$ cat src/rtl/pc_report_tx_if.sv
// Byte stream from the report transmitter toward the PC link.
// The master drives valid/data; the slave returns ready.
interface pc_report_tx_if;
  logic       pc_rsp_valid;
  logic [7:0] pc_rsp_data;
  logic       pc_rsp_ready;

  modport master (output pc_rsp_valid, output pc_rsp_data, input pc_rsp_ready);
  modport slave  (input pc_rsp_valid, input pc_rsp_data, output pc_rsp_ready);
endinterface

$ cat src/rtl/pc_report_tx.sv
// Snapshots test-result statistics on request and streams them to the PC
// as a 22-byte checksummed frame over a valid/ready byte interface.
module pc_report_tx #(
  parameter logic [7:0]  HDR_BYTE       = 8'hA5,
  parameter logic [7:0]  FRAME_TYPE     = 8'h52,
  parameter int unsigned TIMEOUT_CYCLES = 1024
) (
  input  logic                  clk,
  input  logic                  rst,
  input  logic                  report_req,
  input  logic [15:0]           error_count,
  input  logic [31:0]           min_latency,
  input  logic [31:0]           max_latency,
  input  logic [31:0]           average_latency,
  input  logic [31:0]           throughput,
  pc_report_tx_if.master        pc_rsp,
  output logic                  busy,
  output logic                  tx_done,
  output logic                  tx_abort,
  output logic [7:0]            drop_count
);

  localparam int unsigned PAYLOAD_BYTES = 18;
  localparam int unsigned IDX_W         = 5;
  localparam int unsigned STALL_W       = (TIMEOUT_CYCLES < 2) ? 1 : $clog2(TIMEOUT_CYCLES + 1);
  localparam logic [7:0]         LEN_BYTE   = 8'(PAYLOAD_BYTES);
  localparam logic [IDX_W-1:0]   IDX_LAST   = IDX_W'(PAYLOAD_BYTES - 1);
  localparam logic [STALL_W-1:0] STALL_LAST = STALL_W'((TIMEOUT_CYCLES == 0) ? 0 : TIMEOUT_CYCLES - 1);

  typedef enum logic [2:0] {S_IDLE, S_HDR, S_TYPE, S_LEN, S_PAYLOAD, S_CSUM} state_t;

  state_t                          state, state_nxt;
  logic [IDX_W-1:0]                idx;
  logic [PAYLOAD_BYTES-1:0][7:0]   snap;
  logic [7:0]                      csum;
  logic [STALL_W-1:0]              stall_cnt;
  logic                            valid_c;
  logic [7:0]                      data_c;
  logic                            xfer;
  logic                            stalled;
  logic                            timeout_hit;
  logic                            accept;

  assign xfer        = valid_c && pc_rsp.pc_rsp_ready;
  assign stalled     = valid_c && !pc_rsp.pc_rsp_ready;
  assign timeout_hit = (TIMEOUT_CYCLES != 0) && stalled && (stall_cnt == STALL_LAST);
  assign accept      = (state == S_IDLE) && report_req;

  assign pc_rsp.pc_rsp_valid = valid_c;
  assign pc_rsp.pc_rsp_data  = data_c;

  // State register
  always_ff @(posedge clk or posedge rst) begin
    if (rst) state <= S_IDLE;
    else     state <= state_nxt;
  end

  // Next-state logic; a timeout overrides any progress
  always_comb begin
    state_nxt = state;
    unique case (state)
      S_IDLE:    if (report_req) state_nxt = S_HDR;
      S_HDR:     if (xfer) state_nxt = S_TYPE;
      S_TYPE:    if (xfer) state_nxt = S_LEN;
      S_LEN:     if (xfer) state_nxt = S_PAYLOAD;
      S_PAYLOAD: if (xfer && (idx == IDX_LAST)) state_nxt = S_CSUM;
      S_CSUM:    if (xfer) state_nxt = S_IDLE;
      default:   state_nxt = S_IDLE;
    endcase
    if (timeout_hit) state_nxt = S_IDLE;
  end

  // Output decode: every non-idle state presents exactly one byte
  always_comb begin
    valid_c = 1'b0;
    data_c  = 8'h00;
    busy    = 1'b0;
    unique case (state)
      S_IDLE:    data_c = 8'h00;
      S_HDR:     data_c = HDR_BYTE;
      S_TYPE:    data_c = FRAME_TYPE;
      S_LEN:     data_c = LEN_BYTE;
      S_PAYLOAD: data_c = snap[IDX_LAST - idx];
      S_CSUM:    data_c = csum;
      default:   data_c = 8'h00;
    endcase
    busy    = (state != S_IDLE);
    valid_c = busy;
  end

  // Snapshot, payload index and running checksum (HDR excluded)
  always_ff @(posedge clk or posedge rst) begin
    if (rst) begin
      snap <= '0;
      idx  <= '0;
      csum <= 8'h00;
    end else begin
      if (accept) begin
        snap <= {error_count, min_latency, max_latency, average_latency, throughput};
        csum <= 8'h00;
      end else if (xfer && (state inside {S_TYPE, S_LEN, S_PAYLOAD})) begin
        csum <= csum + data_c;
      end
      if (state != S_PAYLOAD)   idx <= '0;
      else if (xfer)            idx <= (idx == IDX_LAST) ? '0 : idx + IDX_W'(1);
    end
  end

  // Stall counter for the abort timeout
  always_ff @(posedge clk or posedge rst) begin
    if (rst)                                stall_cnt <= '0;
    else if (!stalled || timeout_hit)       stall_cnt <= '0;
    else if (TIMEOUT_CYCLES != 0)           stall_cnt <= stall_cnt + STALL_W'(1);
  end

  // Status pulses and saturating drop counter
  always_ff @(posedge clk or posedge rst) begin
    if (rst) begin
      tx_done    <= 1'b0;
      tx_abort   <= 1'b0;
      drop_count <= 8'h00;
    end else begin
      tx_done  <= (state == S_CSUM) && xfer;
      tx_abort <= timeout_hit;
      if (report_req && busy && (drop_count != 8'hFF))
        drop_count <= drop_count + 8'h01;
    end
  end

endmodule

$ cat src/flat_wrapper.sv
// flat-port wrapper written by rule: the top's interface ports become plain ports
module pc_report_tx_flat 
#(
  parameter logic [7:0]  HDR_BYTE       = 8'hA5,
  parameter logic [7:0]  FRAME_TYPE     = 8'h52,
  parameter int unsigned TIMEOUT_CYCLES = 1024
)
  (clk, rst, report_req, error_count, min_latency, max_latency, average_latency, throughput, busy, tx_done, tx_abort, drop_count, pc_rsp_pc_rsp_valid, pc_rsp_pc_rsp_data, pc_rsp_pc_rsp_ready);
  pc_report_tx_if pc_rsp_i ();
  input  logic clk;
  input  logic rst;
  input  logic report_req;
  input  logic [15:0] error_count;
  input  logic [31:0] min_latency;
  input  logic [31:0] max_latency;
  input  logic [31:0] average_latency;
  input  logic [31:0] throughput;
  output logic busy;
  output logic tx_done;
  output logic tx_abort;
  output logic [7:0] drop_count;
  output wire logic [$bits(pc_rsp_i.pc_rsp_valid)-1:0] pc_rsp_pc_rsp_valid;
  output wire logic [$bits(pc_rsp_i.pc_rsp_data)-1:0] pc_rsp_pc_rsp_data;
  input wire logic [$bits(pc_rsp_i.pc_rsp_ready)-1:0] pc_rsp_pc_rsp_ready;
  assign pc_rsp_pc_rsp_valid = pc_rsp_i.pc_rsp_valid;
  assign pc_rsp_pc_rsp_data = pc_rsp_i.pc_rsp_data;
  assign pc_rsp_i.pc_rsp_ready = pc_rsp_pc_rsp_ready;
  pc_report_tx #(.HDR_BYTE(HDR_BYTE), .FRAME_TYPE(FRAME_TYPE), .TIMEOUT_CYCLES(TIMEOUT_CYCLES)) u_core (.clk(clk), .rst(rst), .report_req(report_req), .error_count(error_count), .min_latency(min_latency), .max_latency(max_latency), .average_latency(average_latency), .throughput(throughput), .pc_rsp(pc_rsp_i), .busy(busy), .tx_done(tx_done), .tx_abort(tx_abort), .drop_count(drop_count));
endmodule
$ cat config.mk
export PLATFORM = sky130hd
export DESIGN_NAME = pc_report_tx_flat
export DESIGN_NICKNAME = d
export VERILOG_FILES = /design/src/rtl/pc_report_tx_if.sv /design/src/rtl/pc_report_tx.sv /design/src/flat_wrapper.sv
export SDC_FILE = /design/constraint.sdc
export NUM_CORES = 1
export LEC_CHECK = 0
export CAP_MARGIN = 40
export CORE_ASPECT_RATIO = 0.5
export CORE_MARGIN = 5
export CORE_UTILIZATION = 47
export CTS_CLUSTER_SIZE = 12
export DETAILED_ROUTE_END_ITERATION = 10
export PLACE_DENSITY = 0.79
export SLEW_MARGIN = 15
export SYNTH_ARGS = -nofsm -noshare
export SYNTH_HDL_FRONTEND = slang
export SYNTH_SLANG_ARGS = --single-unit
$ cat constraint.sdc
create_clock -name clk -period 5.3 [get_ports clk]
set_input_delay 0.795 -clock clk [delete_from_list [all_inputs] [get_ports clk]]
set_output_delay 0.795 -clock clk [all_outputs]
set_load 0.1 [all_outputs]
==> results.yml <==
status:
  status: "finished clean"
place:
  dp_cells: 1298
  dp_slack_ps: 979
  dp_hpwl_mm: 16.6
  portBuffers: 167
  placed_cell_area_mm2: 0.0107
  gp_congestion: 0.890
global_route:
  grt_overflow: 0
  grt_pass1_vias: 7225
  grt_usage: 0.216
  grt_max_degree: 182
  antenna_found_initial: 0
  grt_pass1_wl_mm: 36.7
timing:
  setup_slack_ps: 898
  max_slew.worst_pin.slew_ps: 1070
  period_share: 0.831
  fmax_ghz: 0.227
  tns_ps: 0
  min_period_ps: 4400
  finalSetupViolCount: 0
  clock_skew_ps: 13.3
  rsz0062_at_grt: "false"
  slew_headroom: 0.287
  slew_viol_final: 0
  hold_slack_ps: 478
  hold_viol: 0
critical_path:
  startpoint: "u_core.idx[1]"
  worstSetupPathType: "reg -> out"
  required_ps: 4510
  path_max_fanout: 27
  r2r_slack_ps: 960
  r2r_cells: 14
  r2r_start: "u_core.idx[1]"
  end_kind: "primary output"
  start_kind: "register"
  endpoint: "pc_rsp_pc_rsp_data[7]"
  r2r-end: "u_core.csum[7]"
  crit_arrival_ps: 3610
  cpPeakStageDelay_ps: 850
  slowest_stage: "dfrtp_2"
  path_cells: "inv_2, ha_1, mux4_2, mux2i_1, nor4b_1, a211o_1, or2_1, buf_4"
finish:
  areaGrowthSynthToFinish_pct: 30.1
  fin_util: 0.617
  nNetsFinal: 1238
  multi_input_area_mm2: 0.00385
  stdcell_count: 1330
  diodes: 0
  drive_above_1_share: 0.0972
  ff_latch_area_mm2: 0.00453
  postLayoutCellArea_mm2: 0.0112
  n_fill_cell: 1454
route:
  drc: 0
  wl_mm: 22.3
  wl_per_cell_um: 16.8
  ant_nets: 0
  drtIter0Drc: 413
  num_vias: 7000
  drt_pre_antenna_iters: 5
  vias_per_cell: 5.26
synth:
  syn_inst: 923
  ys_async_sr_fraction: 1.00
  synth_edf_count: 0
  synth.largest_area_cell: "dfrtp_1"
  synth_top_area_frac: 0.524
  syn-num-nets: 1084
  synth.distinct_cells: 46
  syn_area_per_cell_um2: 9.36
  ys_warn_count: 0
  synth_top_flop_cell: "dfrtp_1"
  netlist_top_cells_area: "dfrtp_1 52%, nand2_1 20%, mux4_2 8.9%"
  yosysSeqAreaShare: 0.524
  synthesis.area_mm2: 0.00864
  ys_ff_latch: 181
clock_tree:
  ctsHoldBuffers: 0
  clkTransAtPathRegs_ps: 70
  cts_setup_buffers: 0
  cts_root_buf: "clkbuf_16"
  cts_tree: "yes"
  htreeDepth: 4
  cts_buffers: 17
  cts_resized: 0
  max-clock-path-buffers: 2
  clock_sinks: 181
  clock_latency_ps: 430
floorplanning:
  core_area_mm2: 0.0182
  die_h_um: 106
  placementRows: 35
  initial_core_util: 0.474
  die_area_mm2: 0.0214
  die_x_um: 202
  io_pins: 168
power:
  peakVddDrop_v: 0.000288
  p_total_mw: 6.30
  pwr_density_cell_mw_per_mm2: 561
  cell_internal_pwr_mw: 3.64
  swShare: 0.422
  p_leak_nw: 5.37
  comb_power_share: 0.421
  clockPowerShare: 0.200
  power.switching_mw: 2.66
  p_seq_frac: 0.379
worst_hold_path:
  min_path_type: "reg -> reg"
job:
  maxCapViolations: 0
## registers in the layout, indices dropped and copies added (netlist names)
signal / flops
u_core.idx: 5
u_core.tx_abort: 1
u_core.snap: 144
u_core.state: 3
u_core.csum: 8
u_core.drop_count: 8
u_core.tx_done: 1
u_core.stall_cnt: 11
## worst max-delay path, delay by kind of cell (launching register included)
kind | cells | cell delay (ps)
buf+inv | 2 | 320
simple gates | 2 | 350
compound gates | 1 | 340
mux | 2 | 580
flops | 1 | 850
fa+ha+maj | 1 | 730
## power by group through the flow
stage          logic [mW]  clock network (mW)  registers, mW
2_1_floorplan        1.79                   0           2.39
3_3_place_gp         2.46                   0           2.38
3_5_place_dp         2.65                   0           2.39
4_1_cts              2.67                1.29           2.38
5_1_grt              2.93                1.35           2.45
6_report             2.65                1.26           2.39
## cell families after synthesis
| family | share of synthesized area |
|---|---|
| and+or+nand+nor | 0.248 |
| DFF | 0.524 |
| buffers and inverters | 0.0326 |
| muxes | 0.114 |
| AOI/OAI and AO/OA | 0.0326 |
| xor gates and xnor gates | 0.0292 |
| adders and majority gates | 0.0197 |
## layout by cell type, fill, tap and decap left out, types with 2 or more instances in the layout
cell type        count
clkbuf_16           17
inv_8                4
clkinvlp_4           3
o21ai_0              3
nor2_1              29
inv_1                8
inv_2                3
a211oi_1             3
buf_8               12
xnor2_1             14
nand4_1              3
and3_1               6
o22ai_1              3
ha_1                12
nand3_1             16
clkdlybuf4s50_1    159
nand2_1            453
buf_4               14
dfrtp_2              2
a31oi_1              4
mux4_2              34
nor3_1              11
dfrtp_1            179
mux4_1               3
buf_12               2
nor2b_1              6
o211ai_1             2
xor2_1              13
o21ai_1             12
mux2i_1             13
inv_6                5
nand2b_1             4
a21oi_1             12
## how the worst min path moves through the flow
stage               startpoint         endpoint  slack (ps)  depth (start not counted)
2_1_floorplan  u_core.snap[25]  u_core.snap[25]         440                          2
3_3_place_gp   u_core.snap[21]  u_core.snap[21]         460                          2
3_5_place_dp   u_core.snap[21]  u_core.snap[21]         460                          2
4_1_cts        u_core.snap[67]  u_core.snap[67]         480                          2
5_1_grt         u_core.snap[9]   u_core.snap[9]         500                          2
6_report       u_core.snap[45]  u_core.snap[45]         480                          2
## routing by layer
layer | GRT usage | wire length [um]
met1 | 0.291 | 9600
met2 | 0.359 | 11000
met3 | 0.0403 | 1160
met4 | 0.0707 | 527
met5 | 0 | 0
## cell usage after synthesis, types with 2 or more instances
cell type  instances
buf_6              2
o21ai_1           13
nor2_1            29
xor2_1            13
nand3_1           16
and2_1             2
buf_1              6
buf_2              9
nand2b_1           4
inv_1              9
xnor2_1           14
mux4_2            34
mux4_1             3
inv_2              3
o21ai_0            3
a21oi_1           13
nand4_1            3
a211oi_1           3
mux2i_1           13
and3_1             6
a31oi_1            4
buf_4              4
nand2_1          454
nor3_1            11
o22ai_1            4
nor2b_1            6
clkbuf_1          31
dfrtp_1          181
ha_1              12
o211ai_1           2
## area by class of cell
type,instances,area share
Tap cell,240,0.0267
Clock buffer,18,0.0382
Timing Repair Buffer,187,0.171
Inverter,12,0.00434
Multi-Input combinational cell,678,0.343
Sequential cell,181,0.403
Clock inverter,14,0.0141
(Power assumes the default switching activity.)
